File: src/rtl/booth_mul_arbiter.sv
// booth_mul_arbiter: shares one signed booth multiplier between N_REQ
// requesters. A round-robin grant loads the operands, pulses the booth
// active-low start, waits for done (bounded by MAX_CYC) and returns the
// product, or a timeout error, through a per-requester response handshake.
module booth_mul_arbiter #(
  parameter int N_REQ   = 4,
  parameter int W       = 4,
  parameter int MAX_CYC = 16
) (
  input  logic               clk,
  input  logic               rst,
  input  logic [N_REQ-1:0]   req_valid,
  input  logic [N_REQ*W-1:0] req_a,
  input  logic [N_REQ*W-1:0] req_b,
  output logic [N_REQ-1:0]   req_ready,
  output logic [N_REQ-1:0]   resp_valid,
  input  logic [N_REQ-1:0]   resp_ready,
  output logic [2*W-1:0]     resp_data,
  output logic               resp_err,
  output logic               busy,
  output logic [W-1:0]       mul_a,
  output logic [W-1:0]       mul_b,
  output logic               mul_rstN,
  input  logic [2*W-1:0]     mul_res,
  input  logic               mul_done
);

  localparam int PW = (N_REQ > 1) ? $clog2(N_REQ) : 1;
  localparam int CW = (MAX_CYC > 1) ? $clog2(MAX_CYC) : 1;
  localparam logic [CW-1:0] CNT_LAST = CW'(MAX_CYC - 1);
  localparam logic [PW-1:0] PTR_INIT = PW'(N_REQ - 1);

  typedef enum logic [1:0] {
    ST_IDLE = 2'd0,
    ST_LOAD = 2'd1,
    ST_RUN  = 2'd2,
    ST_RESP = 2'd3
  } state_t;

  state_t             state_r;
  state_t             state_nxt_s;
  logic [PW-1:0]      ptr_r;
  logic [PW-1:0]      gnt_r;
  logic [CW-1:0]      cnt_r;
  logic [W-1:0]       mul_a_r;
  logic [W-1:0]       mul_b_r;
  logic               mul_rstn_r;
  logic [N_REQ-1:0]   resp_valid_r;
  logic [2*W-1:0]     resp_data_r;
  logic               resp_err_r;
  logic               busy_r;

  logic [PW-1:0]      gnt_idx_s;
  logic               any_req_s;
  logic [N_REQ-1:0]   req_ready_s;
  logic               run_done_s;
  logic               run_tmo_s;
  logic               resp_acc_s;

  // Decode a requester index into its one-hot lane.
  function automatic logic [N_REQ-1:0] onehot(input logic [PW-1:0] idx);
    logic [N_REQ-1:0] v;
    v      = '0;
    v[idx] = 1'b1;
    return v;
  endfunction

  // Round-robin pick: scan downward so the nearest requester after ptr wins.
  always_comb begin
    gnt_idx_s = '0;
    any_req_s = |req_valid;
    for (int k = N_REQ - 1; k >= 0; k--) begin
      gnt_idx_s = req_valid[(int'(ptr_r) + 1 + k) % N_REQ] ?
                  PW'((int'(ptr_r) + 1 + k) % N_REQ) : gnt_idx_s;
    end
  end

  // Accept pulse is combinational so the requester sees it in the grant cycle.
  always_comb begin
    req_ready_s = '0;
    if ((state_r == ST_IDLE) && any_req_s) begin
      req_ready_s = onehot(gnt_idx_s);
    end else begin
      req_ready_s = '0;
    end
  end

  // RUN exit conditions; the first RUN cycle ignores a stale done from the
  // previous operation, and a real done beats a coincident timeout.
  always_comb begin
    run_done_s = (state_r == ST_RUN) && (cnt_r != '0) && mul_done;
    run_tmo_s  = (state_r == ST_RUN) && !run_done_s && (cnt_r == CNT_LAST);
    resp_acc_s = (state_r == ST_RESP) && resp_ready[gnt_r];
  end

  // Next-state decode for the transaction sequencer.
  always_comb begin
    state_nxt_s = state_r;
    case (state_r)
      ST_IDLE: begin
        if (any_req_s) begin
          state_nxt_s = ST_LOAD;
        end else begin
          state_nxt_s = ST_IDLE;
        end
      end
      ST_LOAD: begin
        state_nxt_s = ST_RUN;
      end
      ST_RUN: begin
        if (run_done_s || run_tmo_s) begin
          state_nxt_s = ST_RESP;
        end else begin
          state_nxt_s = ST_RUN;
        end
      end
      ST_RESP: begin
        if (resp_acc_s) begin
          state_nxt_s = ST_IDLE;
        end else begin
          state_nxt_s = ST_RESP;
        end
      end
      default: begin
        state_nxt_s = ST_IDLE;
      end
    endcase
  end

  // State register; reset drops any in-flight transaction.
  always_ff @(posedge clk) begin
    if (rst) begin
      state_r <= ST_IDLE;
    end else begin
      state_r <= state_nxt_s;
    end
  end

  // Datapath: operand capture, booth start pulse, cycle counter, response.
  always_ff @(posedge clk) begin
    if (rst) begin
      ptr_r        <= PTR_INIT;
      gnt_r        <= '0;
      cnt_r        <= '0;
      mul_a_r      <= '0;
      mul_b_r      <= '0;
      mul_rstn_r   <= 1'b1;
      resp_valid_r <= '0;
      resp_data_r  <= '0;
      resp_err_r   <= 1'b0;
      busy_r       <= 1'b0;
    end else begin
      busy_r <= (state_nxt_s != ST_IDLE);
      case (state_r)
        ST_IDLE: begin
          if (any_req_s) begin
            mul_a_r    <= req_a[gnt_idx_s*W +: W];
            mul_b_r    <= req_b[gnt_idx_s*W +: W];
            ptr_r      <= gnt_idx_s;
            gnt_r      <= gnt_idx_s;
            mul_rstn_r <= 1'b0;
          end
        end
        ST_LOAD: begin
          cnt_r      <= '0;
          mul_rstn_r <= 1'b1;
        end
        ST_RUN: begin
          if (run_done_s) begin
            resp_data_r  <= mul_res;
            resp_err_r   <= 1'b0;
            resp_valid_r <= onehot(gnt_r);
          end else if (run_tmo_s) begin
            resp_data_r  <= '0;
            resp_err_r   <= 1'b1;
            resp_valid_r <= onehot(gnt_r);
          end else begin
            cnt_r <= cnt_r + CW'(1);
          end
        end
        ST_RESP: begin
          if (resp_acc_s) begin
            resp_valid_r <= '0;
          end
        end
        default: begin
          resp_valid_r <= '0;
        end
      endcase
    end
  end

  assign req_ready  = req_ready_s;
  assign resp_valid = resp_valid_r;
  assign resp_data  = resp_data_r;
  assign resp_err   = resp_err_r;
  assign busy       = busy_r;
  assign mul_a      = mul_a_r;
  assign mul_b      = mul_b_r;
  assign mul_rstN   = mul_rstn_r;

endmodule

File: config.mk
export PLATFORM = sky130hd
export DESIGN_NAME = booth_mul_arbiter
export DESIGN_NICKNAME = d
export VERILOG_FILES = /design/src/rtl/booth_mul_arbiter.sv
export SDC_FILE = /design/constraint.sdc
export NUM_CORES = 1
export LEC_CHECK = 0
export CAP_MARGIN = 10
export CORE_MARGIN = 10
export CORE_UTILIZATION = 45
export CTS_CLUSTER_DIAMETER = 100
export DETAILED_ROUTE_END_ITERATION = 10
export MAX_ROUTING_LAYER = met4
export PLACE_DENSITY = 0.9
export SKIP_CTS_REPAIR_TIMING = 1
export SLEW_MARGIN = 10
export SYNTH_ARGS = -nofsm -noshare
export SYNTH_HDL_FRONTEND = slang
export SYNTH_SLANG_ARGS = --single-unit
File: constraint.sdc
create_clock -name clk -period 3.8 [get_ports clk]
set_input_delay 0.38 -clock clk [delete_from_list [all_inputs] [get_ports clk]]
set_output_delay 0.38 -clock clk [all_outputs]
set_load 0.05 [all_outputs]
**Yosys cells after proc, flatten, opt, wreduce, memory -nomap -nowiden**

Index checks and enable logic that the tools add are counted.
Widths: inputs -> output; s select.

- Register bits after elaboration: 33

- Mux-type cells: 40
- Bitwise gates (word level): 4
- $add $sub $neg: 5
- Equal/unequal tests: 9
- Reductions and logical operators: 27
- Magnitude comparators: 8
- Shift-type cells: 2

Operator list:

| kind | count |
|---|---|
| $add 32x3->32 const B | 2 |
| $add 32x2->32 const B | 1 |
| $shiftx 16x5->4 | 2 |
| $mux 4 | 6 |
| $lt 3x4->1 const B | 4 |
| $mux 1 | 16 |
| $mux 8 | 2 |
| $pmux 4 s2 | 2 |
| $bmux 1 s2 | 5 |
| $mux 2 | 5 |
| $reduce_bool 2->1 | 5 |
| $logic_and 1x1->1 | 8 |
| $ne 2x2->1 const B | 4 |
| $pmux 2 s4 | 1 |
| $reduce_or 2->1 | 4 |
| $lt 2x3->1 const B | 2 |
| $reduce_and 2->1 | 3 |
| $reduce_and 3->1 | 2 |
| $add 4x1->4 const B | 1 |
| $demux 1 s2 | 2 |
| $eq 2x2->1 const B | 2 |
| $eq 4x4->1 const B | 1 |
| $ge 2x1->1 const B | 2 |
| $reduce_bool 4->1 | 1 |
| other kinds (10) | 12 |

**Logic depth before layout (Yosys ltp)**

Gate-level depths: netlist of run 1.

- Word-level depth: 16
- Depth in mapped cells: 9
- Depth with buffers taken out: 7

**Worst setup path before layout of run 1**

OpenSTA, ideal clock, no wires.

- Path type: input to output
- Start: input req_valid[2]
- End: output req_ready[3]
- Data required time: 3.420 ns
- Arrival: 1.899 ns
- Buffers on the path: 2
- Stages: 6
- Setup slack: 1.521 ns
- Cell sequence: or3b_1 > buf_6 > o21ai_2 > a21o_4 > buf_12 > nor2b_1

- Cells in the longest elaborated chain, start to end: 12
- Elaborated cells on any way between the ends: 24
- Classes of those cells: order compare (2); mux (19); reduce/logical (3)

Ends and longest elaborated chain:

| item | RTL line | RTL |
|---|---|---|
| start, declared | 12 | `input logic [N_REQ-1:0] req_valid,` |
| $bmux 1 s2 | 73 | `gnt_idx_s = req_valid[(int'(ptr_r) + 1 + k) % N_REQ] ?` |
| $mux 1 (not written as such) (2 in a row) | 73 |  |
| $mux 2 (4 in a row) | 73 |  |
| $lt 2x3->1 (not written as such) / $ge 2x1->1 (equally long branches) | 64 | `v[idx] = 1'b1;` |
| $logic_and 1x1->1 (not written as such) | 64 |  |
| $mux 1 (not written as such) | 64 |  |
| $demux 1 s2 | 64 |  |
| $mux 4 * | 81 | `if ((state_r == ST_IDLE) && any_req_s) begin` |
| end, declared | 15 | `output logic [N_REQ-1:0] req_ready,` |

Mark *: on every way between the ends. The rest lies on a longest branch, timed or not. The select of a mux whose other input is x is not followed.

**Worst setup path in the final report of run 1**

- Start: input req_valid[3]
- End: output req_ready[1]

The elaborated chain is that of the path after synthesis.

==> results of run 1 <==
-- how the worst max path moves through the flow --
stage	to	slack, ns	cells past startpoint
final	req_ready[1]	0.59	6
after global routing	req_ready[1]	0.50	6
after CTS	req_ready[1]	0.59	6
after detailed placement	req_ready[1]	0.61	6
after global placement	req_ready[1]	0.64	6
after floorplan	req_ready[3]	1.52	6
-- area by class of cell --
cell class | count | area share (%)
well taps | 48 | 2.285
multi-input cells | 150 | 36.36
clock inverters | 1 | 1.142
flip-flops and latches | 33 | 25.13
repair buffers | 80 | 30.94
inverters | 6 | 0.8567
clock buffers | 7 | 3.284
-- state kept, by name, summed over array words and instances (netlist names) --
register	count
mul_a	4
resp_valid	4
mul_rstN	1
mul_b	4
ptr_r	2
busy	1
state_r	2
cnt_r	4
gnt_r	2
resp_err	1
resp_data	8
-- power by group --
group | leakage, nW | internal (mW) | switching, mW
combinational | 0.719 | 0.172 | 0.229
clock | 0.0585 | 0.214 | 0.131
sequential | 0.270 | 0.380 | 0.0366
-- per-stage QoR --
stage,area [sq um],util [%],cells,total power [mW]
final,2629,71.27,325,1.162
after global routing,2629,71.27,325,1.209
after CTS,2629,71.27,325,1.164
after detailed placement,2512,68.11,317,0.8216
after global placement,2512,68.11,317,0.8148
after floorplan,1727,-,201,0.6782
-- critical path: stages --
cell and delay (ns):
sky130_fd_sc_hd__clkdlybuf4s50_1 0.58, sky130_fd_sc_hd__or3b_1 0.53, sky130_fd_sc_hd__o21ai_2 0.12, sky130_fd_sc_hd__a21o_4 0.26
sky130_fd_sc_hd__and2_1 0.16, sky130_fd_sc_hd__clkdlybuf4s50_1 0.80
-- cell families after synthesis --
kind of cell	count (synthesis)	share of synthesized area [%]
buffers and inverters	18	6.377
AO/OA/AOI/OAI	61	26.74
multiplexers	11	7.102
AND/OR/NAND/NOR	76	20.07
adder cells (fa/ha/maj)	2	1.449
flip-flops	33	38.26
-- per-layer routing --
metal  vias to the layer above  track usage, %  wire, um
li1                        884               -         -
met1                       838           18.74      2160
met5                         -               -         0
met3                        11           2.729       206
met4                         0           8.163       123
met2                        49           28.21      2910
-- synth_stat cells --
cell                        count  share of area, %
sky130_fd_sc_hd__o21bai_1       9               3.9
sky130_fd_sc_hd__a21o_1         2              0.87
sky130_fd_sc_hd__dfxtp_1       33                38
sky130_fd_sc_hd__a21oi_1        8               2.3
sky130_fd_sc_hd__mux4_2         1               1.3
sky130_fd_sc_hd__nor2b_1        2              0.72
sky130_fd_sc_hd__clkbuf_1       7               1.5
sky130_fd_sc_hd__and2b_1        1              0.43
sky130_fd_sc_hd__buf_2          2              0.58
sky130_fd_sc_hd__a211o_1        1              0.51
sky130_fd_sc_hd__nand4_1        1              0.36
sky130_fd_sc_hd__a211oi_1       9               3.9
sky130_fd_sc_hd__or2_2          1              0.36
sky130_fd_sc_hd__a21oi_2        1              0.51
sky130_fd_sc_hd__buf_6          1              0.65
sky130_fd_sc_hd__nor2_1        32               7.0
sky130_fd_sc_hd__ha_1           2               1.4
sky130_fd_sc_hd__or3b_1         1              0.51
sky130_fd_sc_hd__nor3b_1        3               1.3
sky130_fd_sc_hd__o21ai_2        1              0.51
sky130_fd_sc_hd__inv_1          6               1.3
sky130_fd_sc_hd__a22o_1         2               1.0
sky130_fd_sc_hd__o21ai_0        1              0.29
sky130_fd_sc_hd__nand2_1       21               4.6
sky130_fd_sc_hd__a31oi_1        4               1.4
sky130_fd_sc_hd__a2bb2oi_1      2               1.0
sky130_fd_sc_hd__nand3b_1       2              0.87
sky130_fd_sc_hd__a221o_1        1              0.58
sky130_fd_sc_hd__and2_1         2              0.72
sky130_fd_sc_hd__buf_12         2               2.3
sky130_fd_sc_hd__o22a_2         1              0.58
sky130_fd_sc_hd__a22oi_1       10               4.3
sky130_fd_sc_hd__nor3_1         4               1.2
sky130_fd_sc_hd__nand3_1        4               1.2
sky130_fd_sc_hd__a21o_4         1              0.87
sky130_fd_sc_hd__mux2i_1       10               5.8
sky130_fd_sc_hd__and4b_1        1              0.58
sky130_fd_sc_hd__nand2b_1       1              0.36
sky130_fd_sc_hd__a221oi_1       8               4.1
==> PnR_summary.wiki, run 1 <==
{| class="wikitable"
! Metric !! Value
|-
| Via-per-instance ratio || 5.483
|-
| Total wire length after detailed routing || 5402 um
|-
| Number of top-level design ports || 78
|-
| Kind of start point of the critical path || primary input
|-
| Required time worst endpoint || 3.42 ns
|-
| Placeable Area || 3689 sq um
|-
| Vias after detailed routing || 1,782
|-
| Remaining antenna violation count after routing || 0
|-
| Number of pins exceeding their max-slew limit in the final report || 0
|-
| Share of synthesized area occupied by flip-flops and latches || 38.26%
|-
| Total count of hold-check failures in the final report || 0
|-
| Total Die Area || 6715 sq um
|-
| Sequential cell area || 660.6 sq um
|-
| Last weighted congestion value of the routability-driven placer || 0.8543
|-
| Startpoint of the worst-slack reg-to-reg timing path || state_r[0]
|-
| Post-DP HPWL || 4032 um
|-
| Initial standard-cell utilization of the core || 46.81%
|-
| Count of inserted antenna diode cells || 0
|-
| Number of flip-flops and latches in the synthesized netlist || 33
|-
| Final setup viols || 0
|-
| Most common library cell in the layout ignoring fill and taps || sky130_fd_sc_hd__clkdlybuf4s50_1
|-
| Distinct cell type count of the synthesized netlist || 39
|-
| Cell count after synthesis || 201
|-
| Area growth syn-to-layout || 52.25%
|-
| Clock latency on the worst-skew pair || 0.29 ns
|-
| Max_cap viols || 0
|-
| Largest net degree at the start of global routing || 34
|-
| Setup TNS || 0 ns
|-
| Standard-cell row count || 22
|-
| Slew HR || 21.20%
|-
| Multi-input logic area || 955.9 sq um
|-
| Worst Hold Class || register to register
|-
| Peak clock frequency supported by timing || 311.1 MHz
|-
| Die Span X || 81.95 um
|-
| Area of the mapped netlist || 1727 sq um
|-
| VDD IR-drop max || 226.2 uV
|-
| Vias in the first global route || 1,779
|-
| Count of warnings emitted by yosys || 0
|-
| Wirelength per Cell || 16.62 um
|-
| Initial antenna violation count || 0
|-
| WHS Endpoint || resp_valid[3]
|-
| Commonest cells after routing, fill and taps aside || sky130_fd_sc_hd__clkdlybuf4s50_1 (75), sky130_fd_sc_hd__dfxtp_1 (33), sky130_fd_sc_hd__nor2_1 (32)
|-
| Minimum setup slack among reg-to-reg paths || 1.41 ns
|-
| Setup repair after global routing missed its margin || false
|-
| Worst Skew || 0.005187 ns
|-
| Crit path max fanout || 21
|-
| Number of sinks handled by clock tree synthesis || 33
|-
| Crit Path Category || primary input to output port
|-
| Average footprint of a synthesized cell || 8.590 sq um
|-
| Capturing element type of the critical path || output port
|-
| GR Util All Layers || 16.72%
|-
| Fin crit share || 84.59%
|-
| Fraction of layout cells with a size suffix above 1 || 6.498%
|-
| Vert. Die Dim || 81.95 um
|-
| Count of unresolved DRC violations after routing || 0
|-
| Logic depth of the worst register-to-register path || 6
|-
| Final worst hold slack || 0.4523 ns
|-
| Beginning of the worst hold path || resp_valid[3]
|-
| End of the worst register-to-register path || cnt_r[3]
|-
| Clock-pin slew on the worst setup and hold paths || 0.07 ns
|-
| Number of nets produced by synthesis || 254
|-
| Worst Setup SP || req_valid[3]
|-
| Outcome || complete, no violations
|-
| Filler cell count || 290
|-
| Post-layout minimum cycle time || 3.215 ns
|-
| Net total in the final layout || 329
|-
| Number of search-and-repair iterations in the first detailed-routing pass || 4
|-
| Final setup margin || 0.5855 ns
|-
| Power Dens Cells || 442.2 nW/um^2
|-
| Wire length of the first global-routing pass || 8493 um
|-
| Worst Tran Pin Value || 1.178 ns
|-
| Pre-CTS WS || 0.6051 ns
|-
| Clock root buffer || sky130_fd_sc_hd__clkbuf_8
|-
| Leakage Power || 1.048 nW
|-
| Cell depth of the worst min-delay path || 2
|-
| Data arrival time of the critical path || 2.83 ns
|-
| Total of buffers placed on input and output ports || 77
|-
| Clock tree from TritonCTS || built
|-
| Initial drt markers || 150
|-
| Maximum number of buffers from clock root to sink || 2
|-
| Number of CTS-inserted buffers || 5
|-
| Overflow left after global routing || 0
|-
| Max H-tree Level || 2
|}
(Power assumes the default switching activity.)
==> inputs of run 2 (changes only) <==
--- a/config.mk
+++ b/config.mk
@@ -7,11 +7,11 @@
 export LEC_CHECK = 0
 export CAP_MARGIN = 10
 export CORE_MARGIN = 10
-export CORE_UTILIZATION = 45
+export CORE_UTILIZATION = 37
 export CTS_CLUSTER_DIAMETER = 100
 export DETAILED_ROUTE_END_ITERATION = 10
 export MAX_ROUTING_LAYER = met4
-export PLACE_DENSITY = 0.9
+export PLACE_DENSITY = 0.79
 export SKIP_CTS_REPAIR_TIMING = 1
 export SLEW_MARGIN = 10
 export SYNTH_ARGS = -nofsm -noshare
==> constraint.sdc (replaced) <==
create_clock -name clk -period 2.6 [get_ports clk]
set_input_delay 0.26 -clock clk [delete_from_list [all_inputs] [get_ports clk]]
set_output_delay 0.26 -clock clk [all_outputs]
set_load 0.05 [all_outputs]
==> run 2 against run 1 <==
Setup slack worse by 0.25 ns. Final cell count up 2.5%. Sequential cell count unchanged. Critical endpoint is now req_ready[3]. Largest cell class unchanged. Power up 38%. Wire length up 1.2%. Cell area up 1.1%. Critical path depth unchanged. Sequential share of layout area down 0.28 points. Clock power up 14%. Clock-buffer cell count down 2. Largest power group unchanged. Sequential power up 46%. First-iteration DRC count up 20%.
==> PnR_summary.wiki, run 2 (synthesis results as in run 1) <==
{| class="wikitable"
! Metric !! Value
|-
| Critical path's slowest cell || sky130_fd_sc_hd__clkdlybuf4s50_1
|-
| Wire length of the first global-routing pass || 8880 um (+4.6%)
|-
| Pint || 1.012 mW (+32%)
|-
| Initial antenna violation count || 0 (unchanged)
|-
| Leakage Power || 1.053 nW (+0.53%)
|-
| Maximum number of buffers from clock root to sink || 2 (unchanged)
|-
| Data arrival time of the critical path || 2.01 ns (-0.82 ns)
|-
| Vias after detailed routing || 1,758 (-1.3%)
|-
| Fraction of power consumed by the clock network || 24.5% (-5.1 points)
|-
| Outcome || complete, no violations
|-
| VDD IR-drop max || 386.5 uV (+71%)
|-
| Kind of start point of the critical path || primary input
|-
| Number of sinks handled by clock tree synthesis || 33 (unchanged)
|-
| Post-layout minimum cycle time || 2.267 ns
|-
| Placeable Area || 4444 sq um (+20%)
|-
| Clock root buffer || sky130_fd_sc_hd__clkbuf_8
|-
| Crit Path Category || primary input to output port
|-
| Total wire length after detailed routing || 5465 um (+1.2%)
|-
| Final worst hold slack || 0.4586 ns (+0.006304 ns)
|-
| Commonest cells after routing, fill and taps aside || sky130_fd_sc_hd__clkdlybuf4s50_1 (73), sky130_fd_sc_hd__dfxtp_1 (33), sky130_fd_sc_hd__nor2_1 (32)
|-
| Crit path max fanout || 21 (unchanged)
|-
| Worst Tran Pin Value || 0.8236 ns (-0.3547 ns)
|-
| Capturing element type of the critical path || output port
|-
| Net switching share of the total power || 37.10% (+3.0 points)
|-
| Final Non-Filler Cells || 333 (+2.5%)
|-
| Final setup margin || 0.3326 ns (-0.2529 ns)
|-
| Number of search-and-repair iterations in the first detailed-routing pass || 4 (unchanged)
|-
| Final setup viols || 0 (unchanged)
|-
| Peak clock frequency supported by timing || 441.0 MHz
|-
| Count of unresolved DRC violations after routing || 0 (unchanged)
|-
| Number of top-level design ports || 78 (unchanged)
|-
| Sequential share of power || 37.8% (+2.0 points)
|-
| Net total in the final layout || 333 (+1.2%)
|-
| Count of inserted antenna diode cells || 0 (unchanged)
|-
| Clock-pin slew on the worst setup and hold paths || 0.07 ns (about the same)
|-
| Most common library cell in the layout ignoring fill and taps || sky130_fd_sc_hd__clkdlybuf4s50_1
|-
| Dpl cells || 325 (+2.5%)
|-
| WP buf/inv || 2 (unchanged)
|-
| Required time worst endpoint || 2.34 ns (-1.08 ns)
|-
| Initial standard-cell utilization of the core || 38.85% (-8.0 points)
|-
| Setup repair after global routing missed its margin || false
|-
| Net switching component of the power || 0.5972 mW (+51%)
|-
| Vert. Die Dim || 88.31 um (+7.8%)
|-
| Slew HR || 44.92% (+24 points)
|-
| Power Dens Cells || 605.4 nW/um^2 (+37%)
|-
| Worst Skew || 0.006082 ns (+0.0008943 ns)
|-
| Overflow left after global routing || 0 (unchanged)
|-
| Max_cap viols || 0 (unchanged)
|-
| Clock tree from TritonCTS || built
|-
| Remaining antenna violation count after routing || 0 (unchanged)
|-
| Max H-tree Level || 2 (unchanged)
|-
| Die Span X || 88.31 um (+7.8%)
|-
| Clock latency on the worst-skew pair || 0.29 ns (about the same)
|-
| Vias in the first global route || 1,787 (+0.45%)
|-
| Crit path max-delay family || buffers and inverters
|-
| Largest net degree at the start of global routing || 24 (-29%)
|-
| GR Util All Layers || 15.02% (-1.7 points)
|-
| Worst Hold Class || register to register
|-
| Number of flip-flops under the largest register name || 8 (unchanged)
|-
| Combinational cell fraction of total power || 37.6% (+3.1 points)
|-
| Wirelength per Cell || 16.41 um (-1.3%)
|-
| Highest cell delay on the worst timing path || 0.56 ns (-0.24 ns)
|-
| Share of the core filled with cells || 59.83% (-11 points)
|-
| Number of pins exceeding their max-slew limit in the final report || 0 (unchanged)
|-
| Area growth syn-to-layout || 53.99%
|-
| Total count of hold-check failures in the final report || 0 (unchanged)
|-
| Post-DP HPWL || 4226 um (+4.8%)
|-
| Fin crit share || 87.21%
|-
| Last weighted congestion value of the routability-driven placer || 0.8480 (-0.74%)
|-
| Number of CTS-inserted buffers || 5 (unchanged)
|-
| Initial drt markers || 180 (+20%)
|-
| Via-per-instance ratio || 5.279 (-3.7%)
|-
| Pre-CTS WS || 0.3400 ns (-0.2651 ns)
|-
| Setup TNS || 0 ns (unchanged)
|-
| Critical Path, Cell by Cell || clkdlybuf4s50_1 -> or3b_1 -> o21ai_2 -> a21o_4 -> nor2b_1 -> buf_12
|-
| Standard-cell row count || 24 (+9.1%)
|-
| Total Die Area || 7799 sq um (+16%)
|-
| Total of buffers placed on input and output ports || 77 (unchanged)
|-
| Fraction of layout cells with a size suffix above 1 || 8.897% (+2.4 points)
|}
[run 2: area by class of cell]
class / instances / area, sq um
Clock inverter: 3 / 22.52
Timing Repair Buffer: 84 / 863.3
Multi-Input combinational cell: 150 / 955.9
Clock buffer: 5 / 68.82
Inverter: 6 / 22.52
Fill cell: 394 / 1785
Sequential cell: 33 / 660.6
Tap cell: 52 / 65.06
[run 2: routing by layer]
| layer | track usage, % | vias to the layer above | routed length, um |
|---|---|---|---|
| met1 | 16.29 | 831 | 2242 |
| met2 | 25.65 | 29 | 2907 |
| met4 | 7.783 | 0 | 137 |
| met3 | 2.757 | 9 | 178 |
| li1 | - | 889 | - |
| met5 | - | - | 0 |
[run 2: through the flow]
| stage | area (sq um) | power [mW] |
|---|---|---|
| 2_1_floorplan | 1727 | 0.9912 |
| 3_3_place_gp | 2567 | 1.218 |
| 6_report | 2659 | 1.610 |
| 5_1_grt | 2659 | 1.694 |
| 3_5_place_dp | 2567 | 1.226 |
| 4_1_cts | 2659 | 1.622 |
[run 2: path summary, 6_finish.rpt]
kind | startpoint | end | slack, ns | cells past startpoint
setup / recovery | req_valid[3] | req_ready[3] | 0.33 | 6
hold / removal | resp_valid[3] | resp_valid[3] | 0.46 | 2
setup reg to reg | state_r[0] | cnt_r[3] | 0.74 | 6
hold reg to reg | resp_valid[3] | resp_valid[3] | 0.46 | 2
[run 2: tightest hold or removal path: stages, from the launching register on]
cell                      delay [ns]
sky130_fd_sc_hd__dfxtp_1        0.31
sky130_fd_sc_hd__nand2_1        0.05
sky130_fd_sc_hd__a21oi_1        0.05
[run 2: power groups by stage]
stage	sequential, mW	clock (mW)	combinational (mW)
after floorplan	0.713	0	0.278
after global placement	0.617	0	0.601
after detailed placement	0.619	0	0.607
after CTS	0.608	0.404	0.609
after global routing	0.619	0.428	0.647
final	0.609	0.394	0.606
==> inputs of run 3 (changes only) <==
--- a/config.mk
+++ b/config.mk
@@ -6,9 +6,9 @@
 export NUM_CORES = 1
 export LEC_CHECK = 0
 export CAP_MARGIN = 10
-export CORE_MARGIN = 10
 export CORE_UTILIZATION = 37
 export CTS_CLUSTER_DIAMETER = 100
+export CTS_CLUSTER_SIZE = 8
 export DETAILED_ROUTE_END_ITERATION = 10
 export MAX_ROUTING_LAYER = met4
 export PLACE_DENSITY = 0.79
==> run 3 against run 2 <==
Core utilization grew 0.97 points. Final cell count did not move. Die area decreased by 37%. Critical endpoint unchanged.
==> PnR_summary.wiki, run 3 (synthesis results as in run 1) <==
{| class="wikitable"
! Metric !! Value
|-
| Worst Hold Class || register to register
|-
| Crit Path Category || primary input to output port
|-
| Critical Path, Cell by Cell || clkdlybuf4s50_1 -> or3b_1 -> o21ai_2 -> a21o_4 -> nor2b_1 -> buf_12
|-
| Kind of start point of the critical path || primary input
|-
| Fraction of layout cells with a size suffix above 1 || 8.541% (-0.36 points)
|-
| Worst Skew || 0.007859 ns (+0.001778 ns)
|-
| Total of buffers placed on input and output ports || 77 (unchanged)
|-
| Count of inserted antenna diode cells || 0 (unchanged)
|-
| VDD IR-drop max || 312.0 uV (-19%)
|-
| Peak clock frequency supported by timing || 435.6 MHz (-1.2%)
|-
| Clock-pin slew on the worst setup and hold paths || 0.06 ns (about the same)
|-
| Required time worst endpoint || 2.34 ns (about the same)
|-
| Maximum number of buffers from clock root to sink || 2 (unchanged)
|-
| Setup repair after global routing missed its margin || false
|-
| Capturing element type of the critical path || output port
|-
| Power Dens Cells || 637.2 nW/um^2 (+5.3%)
|-
| Vert. Die Dim || 70.31 um (-20%)
|-
| Share of the core filled with cells || 60.80% (+0.97 points)
|-
| Highest cell delay on the worst timing path || 0.57 ns (about the same)
|-
| Final worst hold slack || 0.4589 ns (+0.0002670 ns)
|-
| Crit path max fanout || 21 (unchanged)
|-
| Commonest cells after routing, fill and taps aside || sky130_fd_sc_hd__clkdlybuf4s50_1 (73), sky130_fd_sc_hd__dfxtp_1 (33), sky130_fd_sc_hd__nor2_1 (32)
|-
| Worst Tran Pin Value || 0.8184 ns (-0.005258 ns)
|-
| Number of flip-flops under the largest register name || 8 (unchanged)
|-
| Post-DP HPWL || 3508 um (-17%)
|-
| Final setup viols || 0 (unchanged)
|-
| Die Span X || 70.31 um (-20%)
|-
| Initial standard-cell utilization of the core || 39.12% (+0.26 points)
|-
| Clock tree from TritonCTS || built
|-
| Vias after detailed routing || 1,800 (+2.4%)
|-
| Overflow left after global routing || 0 (unchanged)
|-
| Max H-tree Level || 2 (unchanged)
|-
| Initial drt markers || 114 (-37%)
|-
| Last weighted congestion value of the routability-driven placer || 0.7948 (-6.3%)
|-
| Total wire length after detailed routing || 4730 um (-13%)
|-
| Number of CTS-inserted buffers || 5 (unchanged)
|-
| Wire length of the first global-routing pass || 7631 um (-14%)
|-
| Filler cell count || 402 (+2.0%)
|-
| Number of top-level design ports || 78 (unchanged)
|-
| GR Util All Layers || 19.92% (+4.9 points)
|-
| Largest net degree at the start of global routing || 24 (unchanged)
|-
| Data arrival time of the critical path || 2.04 ns (+0.03 ns)
|-
| Net total in the final layout || 333 (unchanged)
|-
| Multi-input logic area || 955.9 sq um (unchanged)
|-
| Number of sinks handled by clock tree synthesis || 33 (unchanged)
|-
| Wirelength per Cell || 14.20 um (-13%)
|-
| Standard-cell row count || 24 (unchanged)
|-
| Fin crit share || 88.30% (+1.1 points)
|-
| Area growth syn-to-layout || 55.43%
|-
| Overall power || 1.710 mW (+6.3%)
|-
| Sequential cell area || 660.6 sq um (unchanged)
|-
| Slew HR || 45.27% (+0.35 points)
|-
| Initial antenna violation count || 0 (unchanged)
|-
| Leakage Power || 1.075 nW (+2.1%)
|-
| Setup TNS || 0 ns (unchanged)
|-
| Post-layout minimum cycle time || 2.296 ns (+0.02846 ns)
|-
| Count of unresolved DRC violations after routing || 0 (unchanged)
|-
| Clock root buffer || sky130_fd_sc_hd__clkbuf_8
|-
| Clock latency on the worst-skew pair || 0.29 ns (about the same)
|-
| Total count of hold-check failures in the final report || 0 (unchanged)
|-
| Via-per-instance ratio || 5.405 (+2.4%)
|-
| Outcome || complete, no violations
|-
| Remaining antenna violation count after routing || 0 (unchanged)
|-
| Most common library cell in the layout ignoring fill and taps || sky130_fd_sc_hd__clkdlybuf4s50_1
|-
| Total Die Area || 4944 sq um (-37%)
|-
| Critical path's slowest cell || sky130_fd_sc_hd__clkdlybuf4s50_1
|-
| Number of search-and-repair iterations in the first detailed-routing pass || 7 (+3)
|-
| Max_cap viols || 0 (unchanged)
|-
| Placeable Area || 4414 sq um (-0.68%)
|-
| Vias in the first global route || 1,703 (-4.7%)
|-
| Number of pins exceeding their max-slew limit in the final report || 0 (unchanged)
|}
run 3: worst max-delay path: cells and delay by family:
kind                   cells  cell delay [ns]
buffers and inverters      2             0.74
AND/OR/NAND/NOR            2             0.69
AO/OA/AOI/OAI              2             0.34
run 3: worst paths after layout:
check / startpoint / end / slack [ns] / cells past startpoint
worst max-delay path: req_valid[3] / req_ready[3] / 0.30 / 6
worst min-delay path: resp_valid[3] / resp_valid[3] / 0.46 / 2
worst max register to register: state_r[0] / cnt_r[3] / 0.72 / 6
worst min register to register: resp_valid[3] / resp_valid[3] / 0.46 / 2
run 3: layout make-up:
| cell class | instances | area share, % |
|---|---|---|
| inverter | 6 | 0.8392 |
| clock buffer | 7 | 3.217 |
| multi-input combinational | 150 | 35.62 |
| clock inverter | 1 | 1.119 |
| tap | 52 | 2.424 |
| sequential | 33 | 24.62 |
| timing repair buffer | 84 | 32.17 |
run 3: power by group:
group          switching, mW  internal, mW
combinational          0.330         0.270
clock                  0.188         0.312
sequential            0.0541         0.555
total                  0.573          1.14
run 3: stage by stage:
step                      setup WS (ns)  std cells  cell area, sq um
after floorplan                  0.4503        201              1727
after global placement           0.3723        325              2567
after detailed placement         0.3154        325              2567
after CTS                        0.3077        333              2684
after global routing             0.1902        333              2684
final                            0.3041        333              2684
run 3: metal layers:
metal / vias up / part of all wire [%] / track usage, %
li1: 891 / - / -
met2: 43 / 48 / 31.43
met3: 14 / 4.1 / 4.618
met5: - / 0 / -
met4: 0 / 3.0 / 8.889
met1: 852 / 44 / 24.11
